$ cat src/rtl/alarm_timer_pkg.sv
// Shared types and constants for the alarm timer bank.
package alarm_timer_pkg;

  typedef enum logic [1:0] {
    IDLE,
    COUNT,
    DONE
  } timer_state_t;

  // Power-on delays for the four named intervals.
  localparam logic [3:0] ARM_DELAY_DFLT       = 4'd6;
  localparam logic [3:0] DRIVER_DELAY_DFLT    = 4'd8;
  localparam logic [3:0] PASSENGER_DELAY_DFLT = 4'd15;
  localparam logic [3:0] ALARM_ON_DFLT        = 4'd10;

  // Slot indices of the named intervals.
  localparam int unsigned ARM_DELAY_IDX       = 0;
  localparam int unsigned DRIVER_DELAY_IDX    = 1;
  localparam int unsigned PASSENGER_DELAY_IDX = 2;
  localparam int unsigned ALARM_ON_IDX        = 3;

  // Default for one of the named slots; callers handle slots beyond index 3.
  function automatic logic [3:0] named_default(input int unsigned idx);
    case (idx)
      ARM_DELAY_IDX:       named_default = ARM_DELAY_DFLT;
      DRIVER_DELAY_IDX:    named_default = DRIVER_DELAY_DFLT;
      PASSENGER_DELAY_IDX: named_default = PASSENGER_DELAY_DFLT;
      ALARM_ON_IDX:        named_default = ALARM_ON_DFLT;
      default:             named_default = '1;
    endcase
  endfunction

endpackage

$ cat src/rtl/alarm_timer_bank_tick_prescaler.sv
// Free-running tick divider: counts 0..TICK_DIV-1 while enabled, tick on the last count.
module tick_prescaler #(
  parameter int unsigned TICK_DIV = 4
) (
  input  logic clock,
  input  logic reset,
  input  logic clear,
  input  logic enable,
  output logic tick
);

  localparam int unsigned CNT_W = (TICK_DIV > 2) ? $clog2(TICK_DIV) : 1;
  localparam logic [CNT_W-1:0] LAST = CNT_W'(TICK_DIV - 1);

  logic [CNT_W-1:0] count;

  // Prescale counter with synchronous clear; holds its value while disabled.
  always_ff @(posedge clock) begin
    if (reset || clear) begin
      count <= '0;
    end else if (enable) begin
      count <= (count == LAST) ? '0 : count + CNT_W'(1);
    end
  end

  assign tick = enable && (count == LAST);

endmodule

$ cat src/rtl/alarm_timer_bank.sv
// Reprogrammable delay-parameter store with an integrated countdown engine.
// Build option: ALARM_TICK_PRESCALE_EN divides the countdown rate by TICK_DIV.
module alarm_timer_bank
  import alarm_timer_pkg::*;
#(
  parameter int unsigned NUM_PARAMS = 4,
  parameter int unsigned VALUE_W    = 4,
  parameter int unsigned TICK_DIV   = 4
) (
  input  logic                          clock,
  input  logic                          reset,
  input  logic                          reprogram,
  input  logic [$clog2(NUM_PARAMS)-1:0] param_sel,
  input  logic [VALUE_W-1:0]            time_value,
  input  logic [$clog2(NUM_PARAMS)-1:0] interval,
  input  logic                          start_timer,
  input  logic                          abort,
  output logic [VALUE_W-1:0]            value,
  output logic [VALUE_W-1:0]            remaining,
  output logic                          busy,
  output logic                          expired
);

  localparam int unsigned IDX_W = $clog2(NUM_PARAMS);
  localparam logic [IDX_W:0] NUM_P = NUM_PARAMS[IDX_W:0];

  logic [VALUE_W-1:0] slots [NUM_PARAMS];
  timer_state_t       state;
  logic               tick;

`ifdef ALARM_TICK_PRESCALE_EN
  tick_prescaler #(
    .TICK_DIV (TICK_DIV)
  ) u_prescaler (
    .clock  (clock),
    .reset  (reset),
    .clear  (start_timer || abort),
    .enable (state == COUNT),
    .tick   (tick)
  );
`else
  assign tick = 1'b1;
`endif

  // Parameter slots: named defaults at reset, out-of-range writes dropped.
  always_ff @(posedge clock) begin
    if (reset) begin
      for (int unsigned i = 0; i < NUM_PARAMS; i++) begin
        slots[i] <= (i < 4) ? VALUE_W'(named_default(i)) : '1;
      end
    end else if (reprogram && ({1'b0, param_sel} < NUM_P)) begin
      slots[param_sel] <= time_value;
    end
  end

  // Zero-latency read of the selected slot; out-of-range reads as zero.
  always_comb begin
    value = '0;
    if ({1'b0, interval} < NUM_P) begin
      value = slots[interval];
    end
  end

  // Countdown FSM with registered busy/expired; start loads the pre-write slot value.
  always_ff @(posedge clock) begin
    if (reset || abort) begin
      state     <= IDLE;
      remaining <= '0;
      busy      <= 1'b0;
      expired   <= 1'b0;
    end else if (start_timer) begin
      remaining <= value;
      if (value != '0) begin
        state   <= COUNT;
        busy    <= 1'b1;
        expired <= 1'b0;
      end else begin
        state   <= DONE;
        busy    <= 1'b0;
        expired <= 1'b1;
      end
    end else begin
      case (state)
        COUNT: begin
          if (tick) begin
            remaining <= remaining - VALUE_W'(1);
            if (remaining == VALUE_W'(1)) begin
              state   <= DONE;
              busy    <= 1'b0;
              expired <= 1'b1;
            end
          end
        end
        DONE: begin
          state   <= IDLE;
          expired <= 1'b0;
        end
        default: begin
          state   <= IDLE;
          busy    <= 1'b0;
          expired <= 1'b0;
        end
      endcase
    end
  end

endmodule
$ cat config.mk
export PLATFORM = sky130hd
export DESIGN_NAME = alarm_timer_bank
export DESIGN_NICKNAME = d
export VERILOG_FILES = /design/src/rtl/alarm_timer_pkg.sv /design/src/rtl/alarm_timer_bank_tick_prescaler.sv /design/src/rtl/alarm_timer_bank.sv
export SDC_FILE = /design/constraint.sdc
export NUM_CORES = 1
export LEC_CHECK = 0
export BUFFER_PORTS_ARGS = -buffer_cell sky130_fd_sc_hd__buf_2
export CORE_ASPECT_RATIO = 0.75
export CORE_MARGIN = 8
export CORE_UTILIZATION = 40
export CTS_CLUSTER_SIZE = 14
export DETAILED_ROUTE_END_ITERATION = 7
export HOLD_SLACK_MARGIN = 0.1
export PLACE_DENSITY = 0.71
export RECOVER_POWER = 25
export SLEW_MARGIN = 40
export SYNTH_ARGS = -nofsm -noshare
export SYNTH_HDL_FRONTEND = slang
export SYNTH_SLANG_ARGS = --single-unit
$ cat constraint.sdc
create_clock -name clock -period 3.2 [get_ports clock]
set_clock_uncertainty 0.15 [all_clocks]
set_input_delay 0.64 -clock clock [delete_from_list [all_inputs] [get_ports clock]]
set_output_delay 0.64 -clock clock [all_outputs]
set_load 0.02 [all_outputs]
==> results.json, run 1 <==
{
  "synth.yosys.seq_area_share_pct": 55.4,
  "cts-hold-fix-buffers": 0,
  "synth.lib_cells_used.distinct": 33,
  "cts.reportedPaths.clkPinSlew_ps": 80,
  "timing_hold_violations_final": 0,
  "tritoncts": "built",
  "grt_pass1_wl_um": 3830,
  "post_route_cells_drive_above_1_share_pct": 27.2,
  "timing.critical_path.to_type": "output pin",
  "final_cell_count_no_fill": 150,
  "final.min_clock_period_ps": 2520,
  "synth_adder_area_share_pct": 2.23,
  "detailroute.via_count": 769,
  "antenna_cells_inserted": 0,
  "cells_after_synth": 88,
  "p_per_area_mw_per_mm2": 469,
  "worst_slew_margin_rel_pct": 65.2,
  "via_count_of_the_first_global_routing_pass": 855,
  "area_growth_pct": 17.7,
  "yosys_warnings": 0,
  "place.detailed.hpwl_um": 1730,
  "wire_per_inst_um": 13.9,
  "viasPerCell": 5.13,
  "cts_setup_buffers": 0,
  "final-setup-viol-count": 0,
  "cell_type_group_with_the_largest_total_delay_on_the_critical_path": "multiplexers",
  "fin_area_mm2": 0.00132,
  "h-tree-depth": 1,
  "ff2ff_path_depth": 3,
  "first_iter_violations": 38,
  "dpl.cell_count": 146,
  "cts-root-to-sink-buffers": 2,
  "ios": 23,
  "irDropWorstVdd_uv": 325,
  "fmaxAchievable_ghz": 0.396,
  "run_status": "finished, final reports clean",
  "setup.worst_path.start_class": "input pin",
  "cts_buffers": 3,
  "place_area_mm2": 0.00128,
  "fin_crit_sh_pct": 78.9,
  "die_width_um": 77.1,
  "io_buffer_count": 22,
  "gp_congestion": 0.767,
  "clock_sinks": 23,
  "total_die_area_mm2": 0.00477,
  "timing.critical_path.cells": "clkbuf_1 -> mux4_1 -> buf_2",
  "grt_overflow_total": 0,
  "drc": 0,
  "maximum_number_of_pins_on_one_net_before_global_route_repair": 15,
  "postRouteWirelength_um": 2080,
  "design.core.area_mm2": 0.00264,
  "hold_end": "busy$_SDFFE_PP0P_",
  "syn-mean-instance-area_um2": 12.7,
  "hold_path_class": "reg -> reg",
  "synth-xor-area-share_pct": 1.56,
  "ys_ff_latch": 23,
  "finish.net_count": 130,
  "synth_top_family_by_area": "simple AND/OR/NAND/NOR gates",
  "grtUsageTotal_pct": 10.2,
  "worstReg2RegEnd": "expired$_SDFFE_PP0P_",
  "final_antenna_net_count": 0,
  "clk-insertion-delay-late_ps": 270,
  "post_synth_and_or_nand_nor_area_fraction_pct": 22.8,
  "antenna_found_initial": 0,
  "synthesized_nets": 103,
  "static-leakage-power_nw": 0.477,
  "synth-compound-area-share_pct": 8.71,
  "slew_viol_final": 0,
  "critical_path_required_time_ps": 2410,
  "worst-path-max-fanout": 4,
  "critPathMaxStageDelay_ps": 650,
  "min_delay_path_depth": 2,
  "synthMuxAreaShare_pct": 8.37,
  "clock_tree_root_driver_cell": "sky130_fd_sc_hd__clkbuf_8",
  "cpMaxStageDelayCell": "sky130_fd_sc_hd__mux4_1",
  "worstPathBufferInverterCount": 2,
  "timing.critical_path.arrival_ps": 1730,
  "fp.dieH_um": 61.9,
  "num_rows": 16,
  "cts_resized": 0,
  "regToRegStartpoint": "slots[3][0]$_DFFE_PP_",
  "grt_setup_unrepaired": "false",
  "worstHoldStart": "busy$_SDFFE_PP0P_",
  "worst-setup-path-type": "in -> out",
  "detailedRoute.firstPassIterationCount": 4,
  "cap_viol_max_count": 0,
  "regToRegSetupSlack_ps": 1300,
  "worst_slew_pin_slew_ps": 521,
  "fin_tns_setup_ps": 0,
  "syn-cell-area_mm2": 0.00112,
  "initial_utilization_pct": 42.4
}
Yosys cell counts:
master	number	share of area [%]
sky130_fd_sc_hd__and3_1	1	0.56
sky130_fd_sc_hd__nand3b_1	2	1.3
sky130_fd_sc_hd__nor4_1	1	0.56
sky130_fd_sc_hd__nor2b_1	2	1.1
sky130_fd_sc_hd__o21a_1	1	0.67
sky130_fd_sc_hd__o21ai_0	1	0.45
sky130_fd_sc_hd__mux4_1	1	2.3
sky130_fd_sc_hd__edfxtp_1	16	43
sky130_fd_sc_hd__nor3b_1	3	2.0
sky130_fd_sc_hd__or3_1	1	0.56
sky130_fd_sc_hd__o2bb2ai_1	1	0.78
sky130_fd_sc_hd__and2_1	7	3.9
sky130_fd_sc_hd__nor2_1	3	1.0
sky130_fd_sc_hd__a21boi_0	1	0.67
sky130_fd_sc_hd__a211oi_2	1	1.1
sky130_fd_sc_hd__or4_1	1	0.67
sky130_fd_sc_hd__a31oi_1	1	0.56
sky130_fd_sc_hd__o22ai_1	1	0.56
sky130_fd_sc_hd__o311a_1	1	0.89
sky130_fd_sc_hd__o211ai_1	1	0.67
sky130_fd_sc_hd__mux4_2	3	6.0
sky130_fd_sc_hd__nand2_1	3	1.0
sky130_fd_sc_hd__inv_1	3	1.0
sky130_fd_sc_hd__or3b_2	1	0.78
sky130_fd_sc_hd__xnor2_1	1	0.78
sky130_fd_sc_hd__dfxtp_1	7	12
sky130_fd_sc_hd__ha_1	2	2.2
sky130_fd_sc_hd__or2_2	3	1.7
sky130_fd_sc_hd__xor2_1	1	0.78
sky130_fd_sc_hd__a2111oi_0	2	1.6
sky130_fd_sc_hd__a31o_2	1	0.78
sky130_fd_sc_hd__nand2b_1	12	6.7
sky130_fd_sc_hd__nor3_1	2	0.89
state kept, by name (all words and copies together), names as in the netlist:
name / count
slots: 16
remaining: 4
expired: 1
state: 1
busy: 1
layer usage:
metal / GRT usage, % / part of all wire, % / vias up
met5: 0 / 0 / -
met2: 18.9 / 50 / 19
met4: 2.41 / 0.48 / 0
li1: - / - / 387
met1: 10.7 / 43 / 361
met3: 4.45 / 6.5 / 2
worst reg2reg max path: stages (launching register included):
cell and delay (ps):
sky130_fd_sc_hd__edfxtp_1 380, sky130_fd_sc_hd__mux4_2 520, sky130_fd_sc_hd__or4_1 550, sky130_fd_sc_hd__a211oi_2 220
placed cells by master, fill, tap and decap left out, types with 2 or more instances in the layout:
cell type                    n
sky130_fd_sc_hd__edfxtp_1   16
sky130_fd_sc_hd__a2111oi_0   2
sky130_fd_sc_hd__nor2b_1     2
sky130_fd_sc_hd__nand2_1     3
sky130_fd_sc_hd__clkbuf_8    3
sky130_fd_sc_hd__or2_2       3
sky130_fd_sc_hd__clkbuf_1    4
sky130_fd_sc_hd__buf_2      18
sky130_fd_sc_hd__nor3_1      2
sky130_fd_sc_hd__dfxtp_1     7
sky130_fd_sc_hd__and2_1      6
sky130_fd_sc_hd__mux4_2      3
sky130_fd_sc_hd__nor3b_1     3
sky130_fd_sc_hd__ha_1        2
sky130_fd_sc_hd__nand3b_1    2
sky130_fd_sc_hd__nor2_1      3
sky130_fd_sc_hd__inv_1       3
sky130_fd_sc_hd__nand2b_1   12
stage by stage:
| stage | worst slack [ps] | total power [W] | hold slack, ps | util (%) |
|---|---|---|---|---|
| after floorplan | 1000 | 0.000409 | 393 | - |
| after global placement | 819 | 0.000442 | 309 | 48.3 |
| after detailed placement | 792 | 0.000445 | 315 | 48.3 |
| after CTS | 792 | 0.000622 | 326 | 50.1 |
| after global routing | 596 | 0.000643 | 348 | 50.0 |
| final | 676 | 0.000619 | 328 | 50.0 |
power breakdown:
group,switching [W],internal [W]
clock network,0.0000949,0.0000881
logic,0.0000508,0.0000382
registers,0.00000876,0.000338
worst max path at each step:
stage,start,to,slack (ps),cells past startpoint
4_1_cts,interval[0],value[3],790,3
5_1_grt,interval[0],value[3],600,3
2_1_floorplan,interval[0],expired$_SDFFE_PP0P_,1000,3
3_3_place_gp,interval[0],value[3],820,3
3_5_place_dp,interval[0],value[3],790,3
6_report,interval[0],value[3],680,3
cell families after synthesis:
group                      Yosys count
AOI/OAI and AO/OA                   12
xor gates and xnor gates             2
adders and majority gates            2
buffers and inverters                3
DFF                                 23
muxes                                4
and+or+nand+nor                     42
layout make-up:
type	instances	area [um2]
multi-input cells	62	489
clock inverters	1	7.51
inverters	3	11.3
flip-flops and latches	23	621
clock buffers	3	41.3
repair buffers	22	105
well taps	36	45.0
fillers	254	1320
No activity file was read; power rests on OpenSTA's default activity.
==> run 2, diff against run 1 <==
ABC_AREA = 1   (was default)
PLACE_DENSITY = 0.73   (was 0.71)
clock period = 2.27 ns   (was 3.2 ns; I/O delays follow)
==> run 2 against run 1 <==
  * Sequential share of layout area is 0.40 points lower
  * Hold slack worse by 13 ps
  * Critical path depth is 4 higher
==> results.json, run 2 <==
{
  "run_status": "finished, final reports clean",
  "post-synth-top-count-cell": "sky130_fd_sc_hd__nand2_1",
  "clk-insertion-delay-late_ps": 260,
  "post_route_cells_drive_above_1_share_pct": 18.3,
  "register_bank_with_the_most_flops": "slots",
  "synth.lib_cells_used.distinct": 19,
  "total_die_area_mm2": 0.00487,
  "synth_async_sr_flop_share_pct": 0,
  "dpl.cell_count": 198,
  "fin_tns_setup_ps": 0,
  "timing.critical_path.arrival_ps": 1350,
  "detailroute.via_count": 962,
  "static-leakage-power_nw": 0.594,
  "postRouteWirelength_um": 2440,
  "io_buffer_count": 22,
  "fin_crit_sh_pct": 86.2,
  "synthDominantCellAreaShare_pct": 41.7,
  "internal_w": 0.000646,
  "filler_cell_count": 287,
  "leading_registers_by_flop_count": "slots (16), remaining (4)",
  "grtUsageTotal_pct": 10.4,
  "area_growth_pct": 15.7,
  "die_width_um": 77.9,
  "antenna_found_initial": 0,
  "setup.worst_path.start_class": "input pin",
  "layout.cells.most_common_list": "sky130_fd_sc_hd__nand2_1, sky130_fd_sc_hd__inv_1, sky130_fd_sc_hd__buf_2",
  "drc": 0,
  "final_cell_count_no_fill": 202,
  "cts.reportedPaths.clkPinSlew_ps": 80,
  "power.switching_fraction_pct": 27.1,
  "grt_setup_unrepaired": "false",
  "slew_viol_final": 0,
  "grt_pass1_wl_um": 4230,
  "synth_edf_count": 16,
  "wirelength_met1_um": 1090,
  "hold_path_class": "reg -> reg",
  "clock_sinks": 23,
  "critPathMaxStageDelay_ps": 350,
  "cpMaxStageDelayCell": "sky130_fd_sc_hd__clkbuf_1",
  "viasPerCell": 4.76,
  "cap_viol_max_count": 0,
  "syn-mean-instance-area_um2": 8.22,
  "synth_top_flop_cell": "sky130_fd_sc_hd__edfxtp_1",
  "met3_length_um": 176,
  "topRoutingLayerUsed": "met4",
  "first_iter_violations": 45,
  "worst-setup-path-type": "in -> out",
  "cts-root-to-sink-buffers": 2,
  "cts_buffers": 3,
  "synth_largest_area_cell": "sky130_fd_sc_hd__edfxtp_1",
  "worst-path-max-fanout": 9,
  "timing.critical_path.to_type": "output pin",
  "maximum_number_of_pins_on_one_net_before_global_route_repair": 15,
  "worst_slew_margin_rel_pct": 59.0,
  "worst_slew_pin_slew_ps": 611,
  "cells_after_synth": 140,
  "design.core.area_mm2": 0.00285,
  "tritoncts": "built",
  "most_common_library_cell_in_the_layout_ignoring_fill_and_taps": "sky130_fd_sc_hd__nand2_1",
  "cts_resized": 0,
  "detailedRoute.firstPassIterationCount": 4,
  "critical_path_required_time_ps": 1670,
  "synth_area_leaders": "sky130_fd_sc_hd__edfxtp_1, sky130_fd_sc_hd__nand2_1, sky130_fd_sc_hd__dfxtp_1",
  "largest_register_ffs": 16,
  "fp.dieH_um": 62.5,
  "finish.net_count": 180,
  "fmaxAchievable_ghz": 0.511,
  "num_rows": 17,
  "timing.critical_path.cells": "clkbuf_1 -> inv_6 -> nand2_2 -> nand3_1 -> nand2_1 -> inv_1 -> buf_2",
  "antenna_cells_inserted": 0,
  "final_antenna_net_count": 0,
  "ys_ff_latch": 23,
  "switchingPower_w": 0.000241,
  "clock_tree_root_driver_cell": "sky130_fd_sc_hd__clkbuf_8",
  "irDropWorstVdd_uv": 436,
  "final.min_clock_period_ps": 1960,
  "place.detailed.hpwl_um": 1990,
  "p_per_area_mw_per_mm2": 666,
  "synth.yosys.seq_area_share_pct": 53.9,
  "h-tree-depth": 1,
  "ios": 23,
  "detailroute.wirelength.met2_um": 1160,
  "cts-hold-fix-buffers": 0,
  "grt_overflow_total": 0,
  "clock_power_share_pct": 29.6,
  "synth_commonest_cells": "sky130_fd_sc_hd__nand2_1, sky130_fd_sc_hd__inv_1, sky130_fd_sc_hd__edfxtp_1, sky130_fd_sc_hd__nor2_1, sky130_fd_sc_hd__nand3_1",
  "combinationalPowerShare_pct": 14.9,
  "syn-cell-area_mm2": 0.00115,
  "final-setup-viol-count": 0,
  "synthesized_nets": 155,
  "via_count_of_the_first_global_routing_pass": 1017,
  "cts_setup_buffers": 0,
  "p_seq_share_pct": 55.5,
  "yosys_warnings": 0,
  "gp_congestion": 0.855,
  "wire_per_inst_um": 12.1,
  "initial_utilization_pct": 40.4,
  "timing_hold_violations_final": 0
}
## run 2: path summary, 6_finish.rpt
path / from / end / slack (ps) / depth (start not counted)
max: interval[0] / value[1] / 310 / 7
min: busy$_SDFFE_PP0P_ / busy$_SDFFE_PP0P_ / 320 / 2
max reg2reg: slots[1][3]$_SDFFCE_PN1P_ / expired$_SDFFE_PP0P_ / 880 / 7
min reg2reg: busy$_SDFFE_PP0P_ / busy$_SDFFE_PP0P_ / 320 / 2
## run 2: area by class of cell
| type | instances | area, um2 | area share [%] |
|---|---|---|---|
| Clock inverter | 1 | 7.51 | 0.564 |
| Tap cell | 38 | 47.5 | 3.57 |
| Multi-Input combinational cell | 91 | 413 | 31.0 |
| Sequential cell | 23 | 621 | 46.6 |
| Clock buffer | 3 | 41.3 | 3.10 |
| Timing Repair Buffer | 22 | 106 | 7.99 |
| Inverter | 24 | 95.1 | 7.14 |
## run 2: cell families after synthesis
logic type	after synthesis	share of synthesized area, %
AO/OA/AOI/OAI	15	7.61
AND/OR/NAND/NOR	74	26.6
buffers and inverters	26	9.67
adder cells (fa/ha/maj)	2	2.17
flip-flops	23	53.9
## run 2: worst max-delay path, delay by kind of cell
kind | cells | cell delay (ps)
buffers and inverters | 4 | 660
and+or+nand+nor | 3 | 240
## run 2: power by group through the flow
stage | clock [W] | combinational (W) | sequential (W)
5_1_grt | 0.000284 | 0.000150 | 0.000495
3_3_place_gp | 0 | 0.000131 | 0.000501
6_report | 0.000262 | 0.000132 | 0.000492
4_1_cts | 0.000268 | 0.000136 | 0.000493
3_5_place_dp | 0 | 0.000135 | 0.000503
2_1_floorplan | 0 | 0.0000880 | 0.000504
## run 2: through the flow
step	worst slack, ps	total power, W	area, um2	util (%)	hold WS [ps]
floorplan	543	0.000592	1150	-	371
global placement	391	0.000632	1290	45.3	302
detailed placement	243	0.000638	1290	45.3	306
CTS	508	0.000897	1340	47.1	319
global route	209	0.000929	1330	46.7	335
finish	314	0.000887	1330	46.7	315
## run 2: layer usage
metal / vias to the layer above / global-route usage, %
met5: - / 0
met4: 0 / 2.30
met3: 2 / 4.02
met2: 34 / 17.9
met1: 433 / 11.9
li1: 493 / -
